[src/rtl/krz_sysbus_arb.sv]
// -----------------------------------------------------------------------------
// krz_sysbus_arb
// Round-robin arbiter sharing the single Wishbone slave port of the KRZ system
// peripheral bus between M masters. One transaction is in flight at a time,
// request and response paths are registered, and a per-transaction watchdog
// terminates accesses that a peripheral never acknowledges.
//
// state | meaning
// ------+---------------------------------------------------------------
// IDLE  | no owner; arbitrate among pending strobes
// BUSY  | access presented on s_*; wait for s_ack_i or watchdog expiry
// RESP  | one-cycle ack/err/timeout pulse to the owner; no arbitration
//
// Ports:
//   clk, rst        clock, synchronous active-high reset
//   m_adr_i/m_dat_i/m_we_i/m_stb_i   per-master request
//   m_dat_o         shared read data, valid with m_ack_o
//   m_ack_o/m_err_o per-master one-cycle ack / error (timeout)
//   s_adr_o/s_dat_o/s_we_o/s_stb_o   to krz_sysbus
//   s_dat_i/s_ack_i from krz_sysbus
//   grant_o         one-hot current owner, zero in IDLE
//   timeout_o       one-cycle pulse on watchdog expiry
// -----------------------------------------------------------------------------
module krz_sysbus_arb #(
    parameter int          M        = 2,
    parameter int          TIMEOUT  = 255,
    parameter logic [31:0] ERR_DATA = 32'hDEAD_BEEF
) (
    input  logic                 clk,
    input  logic                 rst,
    input  logic [M-1:0][23:0]   m_adr_i,
    input  logic [M-1:0][31:0]   m_dat_i,
    input  logic [M-1:0]         m_we_i,
    input  logic [M-1:0]         m_stb_i,
    output logic [31:0]          m_dat_o,
    output logic [M-1:0]         m_ack_o,
    output logic [M-1:0]         m_err_o,
    output logic [23:0]          s_adr_o,
    output logic [31:0]          s_dat_o,
    output logic                 s_we_o,
    output logic                 s_stb_o,
    input  logic [31:0]          s_dat_i,
    input  logic                 s_ack_i,
    output logic [M-1:0]         grant_o,
    output logic                 timeout_o
);

    localparam int              IW       = (M > 1) ? $clog2(M) : 1;
    localparam int              CW       = (TIMEOUT > 1) ? $clog2(TIMEOUT) : 1;
    localparam logic [CW-1:0]   CNT_LAST = (TIMEOUT > 0) ? CW'(TIMEOUT - 1) : '0;
    localparam logic [M-1:0]    ONE      = {{(M-1){1'b0}}, 1'b1};

    typedef enum logic [1:0] {
        ST_IDLE = 2'd0,
        ST_BUSY = 2'd1,
        ST_RESP = 2'd2
    } state_t;

    state_t          state_q, state_d;
    logic [IW-1:0]   owner_q, owner_d;
    logic [IW-1:0]   last_q, last_d;
    logic [CW-1:0]   cnt_q, cnt_d;

    logic [31:0]     m_dat_d;
    logic [M-1:0]    m_ack_d, m_err_d, grant_d;
    logic [23:0]     s_adr_d;
    logic [31:0]     s_dat_d;
    logic            s_we_d, s_stb_d, timeout_d;

    logic [IW-1:0]   winner;
    logic            found;
    logic            timed_out;

    // Search starts one past the last owner and wraps, so the last owner
    // has the lowest priority in the next arbitration.
    always_comb begin
        winner = last_q;
        found  = 1'b0;
        for (int i = 1; i <= M; i++) begin
            if (!found && m_stb_i[(int'(last_q) + i) % M]) begin
                winner = IW'((int'(last_q) + i) % M);
                found  = 1'b1;
            end
        end
    end

    // Counter holds the number of completed BUSY cycles minus one, so reaching
    // TIMEOUT-1 on a sampling edge means TIMEOUT full cycles have elapsed.
    assign timed_out = (TIMEOUT != 0) && !s_ack_i && (cnt_q == CNT_LAST);

    always_comb begin
        state_d   = state_q;
        owner_d   = owner_q;
        last_d    = last_q;
        cnt_d     = cnt_q;
        m_dat_d   = m_dat_o;
        m_ack_d   = '0;
        m_err_d   = '0;
        timeout_d = 1'b0;
        grant_d   = grant_o;
        s_adr_d   = s_adr_o;
        s_dat_d   = s_dat_o;
        s_we_d    = s_we_o;
        s_stb_d   = s_stb_o;

        case (state_q)
            ST_IDLE: begin
                grant_d = '0;
                s_stb_d = 1'b0;
                if (found) begin
                    owner_d = winner;
                    s_adr_d = m_adr_i[winner];
                    s_dat_d = m_dat_i[winner];
                    s_we_d  = m_we_i[winner];
                    s_stb_d = 1'b1;
                    grant_d = ONE << winner;
                    cnt_d   = '0;
                    state_d = ST_BUSY;
                end
            end
            ST_BUSY: begin
                if (cnt_q != {CW{1'b1}}) begin
                    cnt_d = cnt_q + 1'b1;
                end
                // Ack takes precedence over a watchdog expiry in the same cycle.
                if (s_ack_i) begin
                    s_stb_d = 1'b0;
                    m_ack_d = grant_o;
                    m_dat_d = s_dat_i;
                    last_d  = owner_q;
                    state_d = ST_RESP;
                end else if (timed_out) begin
                    s_stb_d   = 1'b0;
                    m_ack_d   = grant_o;
                    m_err_d   = grant_o;
                    m_dat_d   = ERR_DATA;
                    timeout_d = 1'b1;
                    last_d    = owner_q;
                    state_d   = ST_RESP;
                end
            end
            ST_RESP: begin
                grant_d = '0;
                state_d = ST_IDLE;
            end
            default: begin
                grant_d = '0;
                s_stb_d = 1'b0;
                state_d = ST_IDLE;
            end
        endcase
    end

    always_ff @(posedge clk) begin
        if (rst) begin
            state_q   <= ST_IDLE;
            owner_q   <= '0;
            last_q    <= IW'(M - 1);
            cnt_q     <= '0;
            m_dat_o   <= '0;
            m_ack_o   <= '0;
            m_err_o   <= '0;
            timeout_o <= 1'b0;
            grant_o   <= '0;
            s_adr_o   <= '0;
            s_dat_o   <= '0;
            s_we_o    <= 1'b0;
            s_stb_o   <= 1'b0;
        end else begin
            state_q   <= state_d;
            owner_q   <= owner_d;
            last_q    <= last_d;
            cnt_q     <= cnt_d;
            m_dat_o   <= m_dat_d;
            m_ack_o   <= m_ack_d;
            m_err_o   <= m_err_d;
            timeout_o <= timeout_d;
            grant_o   <= grant_d;
            s_adr_o   <= s_adr_d;
            s_dat_o   <= s_dat_d;
            s_we_o    <= s_we_d;
            s_stb_o   <= s_stb_d;
        end
    end

endmodule
[config.mk]
export PLATFORM = sky130hd
export DESIGN_NAME = krz_sysbus_arb
export DESIGN_NICKNAME = d
export VERILOG_FILES = /design/src/rtl/krz_sysbus_arb.sv
export SDC_FILE = /design/constraint.sdc
export NUM_CORES = 1
export LEC_CHECK = 0
export BUFFER_PORTS_ARGS = -buffer_cell sky130_fd_sc_hd__buf_4
export CORE_ASPECT_RATIO = 0.5
export CORE_MARGIN = 2
export CORE_UTILIZATION = 45
export CTS_CLUSTER_DIAMETER = 50
export DETAILED_ROUTE_END_ITERATION = 6
export GPL_TIMING_DRIVEN = 0
export PLACE_DENSITY = 0.8
export SYNTH_ARGS = -nofsm -noshare
export SYNTH_HDL_FRONTEND = slang
export SYNTH_SLANG_ARGS = --single-unit
[constraint.sdc]
create_clock -name clk -period 1.61 [get_ports clk]
set_input_delay 0.2415 -clock clk [delete_from_list [all_inputs] [get_ports clk]]
set_output_delay 0.2415 -clock clk [all_outputs]
set_load 0.03 [all_outputs]
==> impl_metrics.xml <==
<?xml version="1.0" encoding="UTF-8"?>
<metrics>
  <group name="layout">
    <metric name="nets" unit="">903</metric>
    <metric name="flow.area_growth_from_synthesis" unit="%">51.2</metric>
    <metric name="post_route_non_filler_standard_cell_count" unit="">895</metric>
    <metric name="layout-drive-gt1-share" unit="%">42.8</metric>
    <metric name="n_antenna_cell" unit="">0</metric>
    <metric name="utilization" unit="%">69.6</metric>
  </group>
  <group name="detailed_routing">
    <metric name="dr.pass1.iters" unit="">4</metric>
    <metric name="ant_nets" unit="">0</metric>
    <metric name="drc" unit="">0</metric>
    <metric name="route.vias.total" unit="">4561</metric>
    <metric name="avgRoutedWirePerCell" unit="um">15.5</metric>
    <metric name="routed_wl" unit="um">13800</metric>
    <metric name="detailedRoute.firstIterationViolations" unit="">171</metric>
    <metric name="avgViaCountPerCell" unit="">5.10</metric>
  </group>
  <group name="sta">
    <metric name="setup_viol" unit="">0</metric>
    <metric name="slew_violations" unit="">0</metric>
    <metric name="timing.clock.skew" unit="ps">5.66</metric>
    <metric name="worst_setup_slack_after_layout" unit="ps">63.4</metric>
    <metric name="fin_crit" unit="ps">1550</metric>
    <metric name="hold_viol" unit="">0</metric>
    <metric name="fin_crit_sh" unit="%">96.1</metric>
    <metric name="relSlewSlack" unit="%">52.0</metric>
    <metric name="tightestPinTransition" unit="ps">720</metric>
    <metric name="fmaxAchievable" unit="GHz">0.647</metric>
  </group>
  <group name="grt">
    <metric name="antenna_found_initial" unit="">0</metric>
    <metric name="grt_pass1_vias" unit="">4477</metric>
    <metric name="grt_start_max_net_pins" unit="">18</metric>
    <metric name="first_pass_grt_wire_length" unit="um">21800</metric>
    <metric name="grt_usage" unit="%">24.1</metric>
    <metric name="gr-total-overflow" unit="">0</metric>
  </group>
  <group name="synthesis">
    <metric name="synth_area_per_cell" unit="um2">9.50</metric>
    <metric name="synth-edff-count" unit="">0</metric>
    <metric name="postSynthCellCount" unit="">492</metric>
    <metric name="synth.lib_cells_used.distinct" unit="">39</metric>
    <metric name="synth_async_sr_flop_share" unit="%">0</metric>
    <metric name="yosys_warnings" unit="">0</metric>
    <metric name="synth_seq_cells" unit="">109</metric>
    <metric name="number_of_nets_produced_by_synthesis" unit="">645</metric>
    <metric name="part_of_the_yosys_area_used_for_sequential_elements" unit="%">46.7</metric>
    <metric name="mappedNetlistArea" unit="um2">4680</metric>
    <metric name="dominantRegCellSynth" unit="">dfxtp_1</metric>
  </group>
  <group name="setup_path">
    <metric name="crit_path_cell_trace" unit="">and3_1, buf_4, a31oi_4, nand2b_4, buf_6, buf_12, a211oi_2</metric>
    <metric name="cp-end-kind" unit="">flip-flop</metric>
    <metric name="r2r.worst_path.cells" unit="">7</metric>
    <metric name="worstReg2RegEnd" unit="">m_dat_o[11]</metric>
    <metric name="worst_r2r_startpoint" unit="">cnt_q[5]</metric>
    <metric name="timing.critical_path.from_type" unit="">flip-flop</metric>
    <metric name="worstPathRequired" unit="ps">1810</metric>
    <metric name="crit_slowest_cell" unit="">dfxtp_2</metric>
    <metric name="arrival" unit="ps">1750</metric>
    <metric name="crit_type" unit="">flip-flop to flip-flop</metric>
    <metric name="worst-path-max-fanout" unit="">10</metric>
    <metric name="setup.reg_to_reg.worst_slack" unit="ps">60</metric>
    <metric name="critPathMaxStageDelay" unit="ps">350</metric>
  </group>
  <group name="floorplan">
    <metric name="pin_count" unit="">248</metric>
    <metric name="die_y" unit="um">76.1</metric>
    <metric name="die_width" unit="um">148</metric>
    <metric name="die_area" unit="um2">11300</metric>
    <metric name="coreArea" unit="um2">10100</metric>
    <metric name="initial_core_util" unit="%">46.1</metric>
    <metric name="floorplan.rows" unit="">26</metric>
  </group>
  <group name="clocking">
    <metric name="htreeDepth" unit="">3</metric>
    <metric name="root_buffer_selected_by_cts" unit="">clkbuf_16</metric>
    <metric name="clkTransAtPathRegs" unit="ps">70</metric>
    <metric name="number_of_buffers_created_by_cts" unit="">9</metric>
    <metric name="clock_tree_from_tritoncts" unit="">built</metric>
    <metric name="cts_sinks" unit="">109</metric>
    <metric name="clk_path_buf_depth" unit="">2</metric>
    <metric name="cts.hold.buffers_added" unit="">0</metric>
    <metric name="clock_insertion_delay_worst_skew" unit="ps">350</metric>
  </group>
  <group name="min_path">
    <metric name="worst_hold_path_type" unit="">primary input to flip-flop</metric>
    <metric name="min_path_cells" unit="">2</metric>
    <metric name="worst_hold_path_endpoint" unit="">timeout_o</metric>
    <metric name="hold_path_startpoint" unit="">s_ack_i</metric>
  </group>
  <group name="place">
    <metric name="gp_congestion" unit="">0.853</metric>
    <metric name="place.port_buffers" unit="">246</metric>
    <metric name="post-place-cells" unit="">878</metric>
    <metric name="preCtsSetupSlack" unit="ps">-239</metric>
    <metric name="final_hpwl_from_detailed_placement" unit="um">10700</metric>
  </group>
  <group name="power">
    <metric name="total_power" unit="mW">7.31</metric>
    <metric name="power.leakage" unit="nW">3.23</metric>
    <metric name="max-vdd-ir-drop" unit="mV">0.522</metric>
    <metric name="p_per_area" unit="nW/um2">1030</metric>
  </group>
  <group name="status">
    <metric name="result_of_the_run" unit="">complete, no violations</metric>
  </group>
  <group name="flow_run">
    <metric name="maxCapViolations" unit="">0</metric>
  </group>
</metrics>
==> critical path, delay by kind of cell, from the launching register on <==
family                 cells  cell delay [ps]
buffers and inverters      3              450
DFF                        1              350
and+or+nand+nor            2              320
AOI/OAI and AO/OA          2              290
==> kinds of logic after synthesis <==
logic type	after synthesis	share of synthesized area, %
flops	109	46.7
buf+inv	66	6.82
compound gates	130	21.8
simple gates	128	12.0
mux	57	12.2
fa+ha+maj	2	0.535
==> cells in the mapped netlist, drive strengths merged (2+ instances only) <==
cell type	n	area share [%]
a211oi	85	16
a21o	2	0.32
a21oi	17	1.8
a31oi	6	1.1
a41oi	2	0.37
and2	5	0.67
and3	3	0.51
buf	19	3.1
clkbuf	21	1.7
dfxtp	109	47
ha	2	0.54
inv	26	2.1
mux2i	57	12
nand2	18	1.4
nand2b	3	0.56
nand3	4	0.43
nor2	87	7.0
nor3	2	0.45
o21ai	12	1.4
or3	2	0.27
==> through the flow <==
stage,cell area (um2),hold WS (ps),TNS (ps)
floorplan,4680,335,0
global placement,6700,441,-4880
detailed placement,6700,452,-9160
CTS,7020,138,0
global route,7070,153,-6.81
finish,7070,145,0
==> final cells by class <==
| class | count | area, um2 |
|---|---|---|
| clock buffer | 11 | 233 |
| fill | 819 | 3080 |
| sequential | 109 | 2190 |
| tap | 140 | 175 |
| timing repair buffer | 247 | 1870 |
| inverter | 26 | 97.6 |
| multi-input combinational | 317 | 2200 |
| buffer | 40 | 243 |
| clock inverter | 5 | 61.3 |
==> how the worst max path moves through the flow <==
| stage | startpoint | endpoint | slack (ps) | cells after the start |
|---|---|---|---|---|
| global placement | rst | s_dat_o[0] | -180 | 4 |
| CTS | cnt_q[1] | cnt_q[3] | 10 | 5 |
| global route | state_q[1] | m_dat_o[11] | -7 | 5 |
| finish | cnt_q[5] | m_dat_o[11] | 60 | 7 |
| detailed placement | rst | m_dat_o[11] | -240 | 4 |
| floorplan | cnt_q[0] | cnt_q[5] | 120 | 5 |
==> report_power, final <==
part | internal (mW) | total (mW) | switching (mW)
clock network | 1.21 | 2.18 | 0.969
registers | 2.94 | 3.08 | 0.139
logic | 0.886 | 2.06 | 1.17
==> cells in the final DEF (no fill, tap or decap), types with 2 or more instances in the layout <==
master / synthesis / final
clkbuf_1: 21 / 17
buf_2: 13 / 9
dfxtp_4: 0 / 2
clkbuf_2: 0 / 6
mux2i_1: 57 / 57
a211oi_1: 65 / 65
dfxtp_2: 0 / 4
o21ai_0: 11 / 11
or3_1: 2 / 2
a31oi_1: 5 / 5
nand2b_1: 2 / 2
inv_1: 26 / 26
a41oi_1: 2 / 2
nand3_1: 4 / 4
clkinvlp_4: 0 / 3
nor2_1: 87 / 86
clkbuf_4: 0 / 4
a21o_1: 2 / 2
a21oi_1: 17 / 17
buf_4: 2 / 247
buf_12: 2 / 3
nand2_1: 18 / 18
a211oi_2: 20 / 20
buf_6: 2 / 3
and2_1: 5 / 5
dfxtp_1: 109 / 103
clkbuf_16: 0 / 9
==> registers in the layout, summed over array words and instances, names as in the netlist <==
register and count:
owner_q 1, s_adr_o 24, m_err_o 2, m_dat_o 32, timeout_o 1, s_dat_o 32, state_q 2, s_we_o 1
cnt_q 8, last_q 1, s_stb_o 1, m_ack_o 2, grant_o 2
==> repair_timing <==
item | in CTS | in global routing
setup buffers | 1 | 0
setup endpoints to repair | 70 | 79
gates resized for setup | 4 | 29
pin swaps | 1 | 0
==> per-layer routing <==
layer / GRT usage (%) / wire length (um)
met1: 28.2 / 5720
met4: 8.29 / 331
met5: 0 / 0
met2: 43.3 / 7120
met3: 5.81 / 663
No activity file was read; power rests on OpenSTA's default activity.
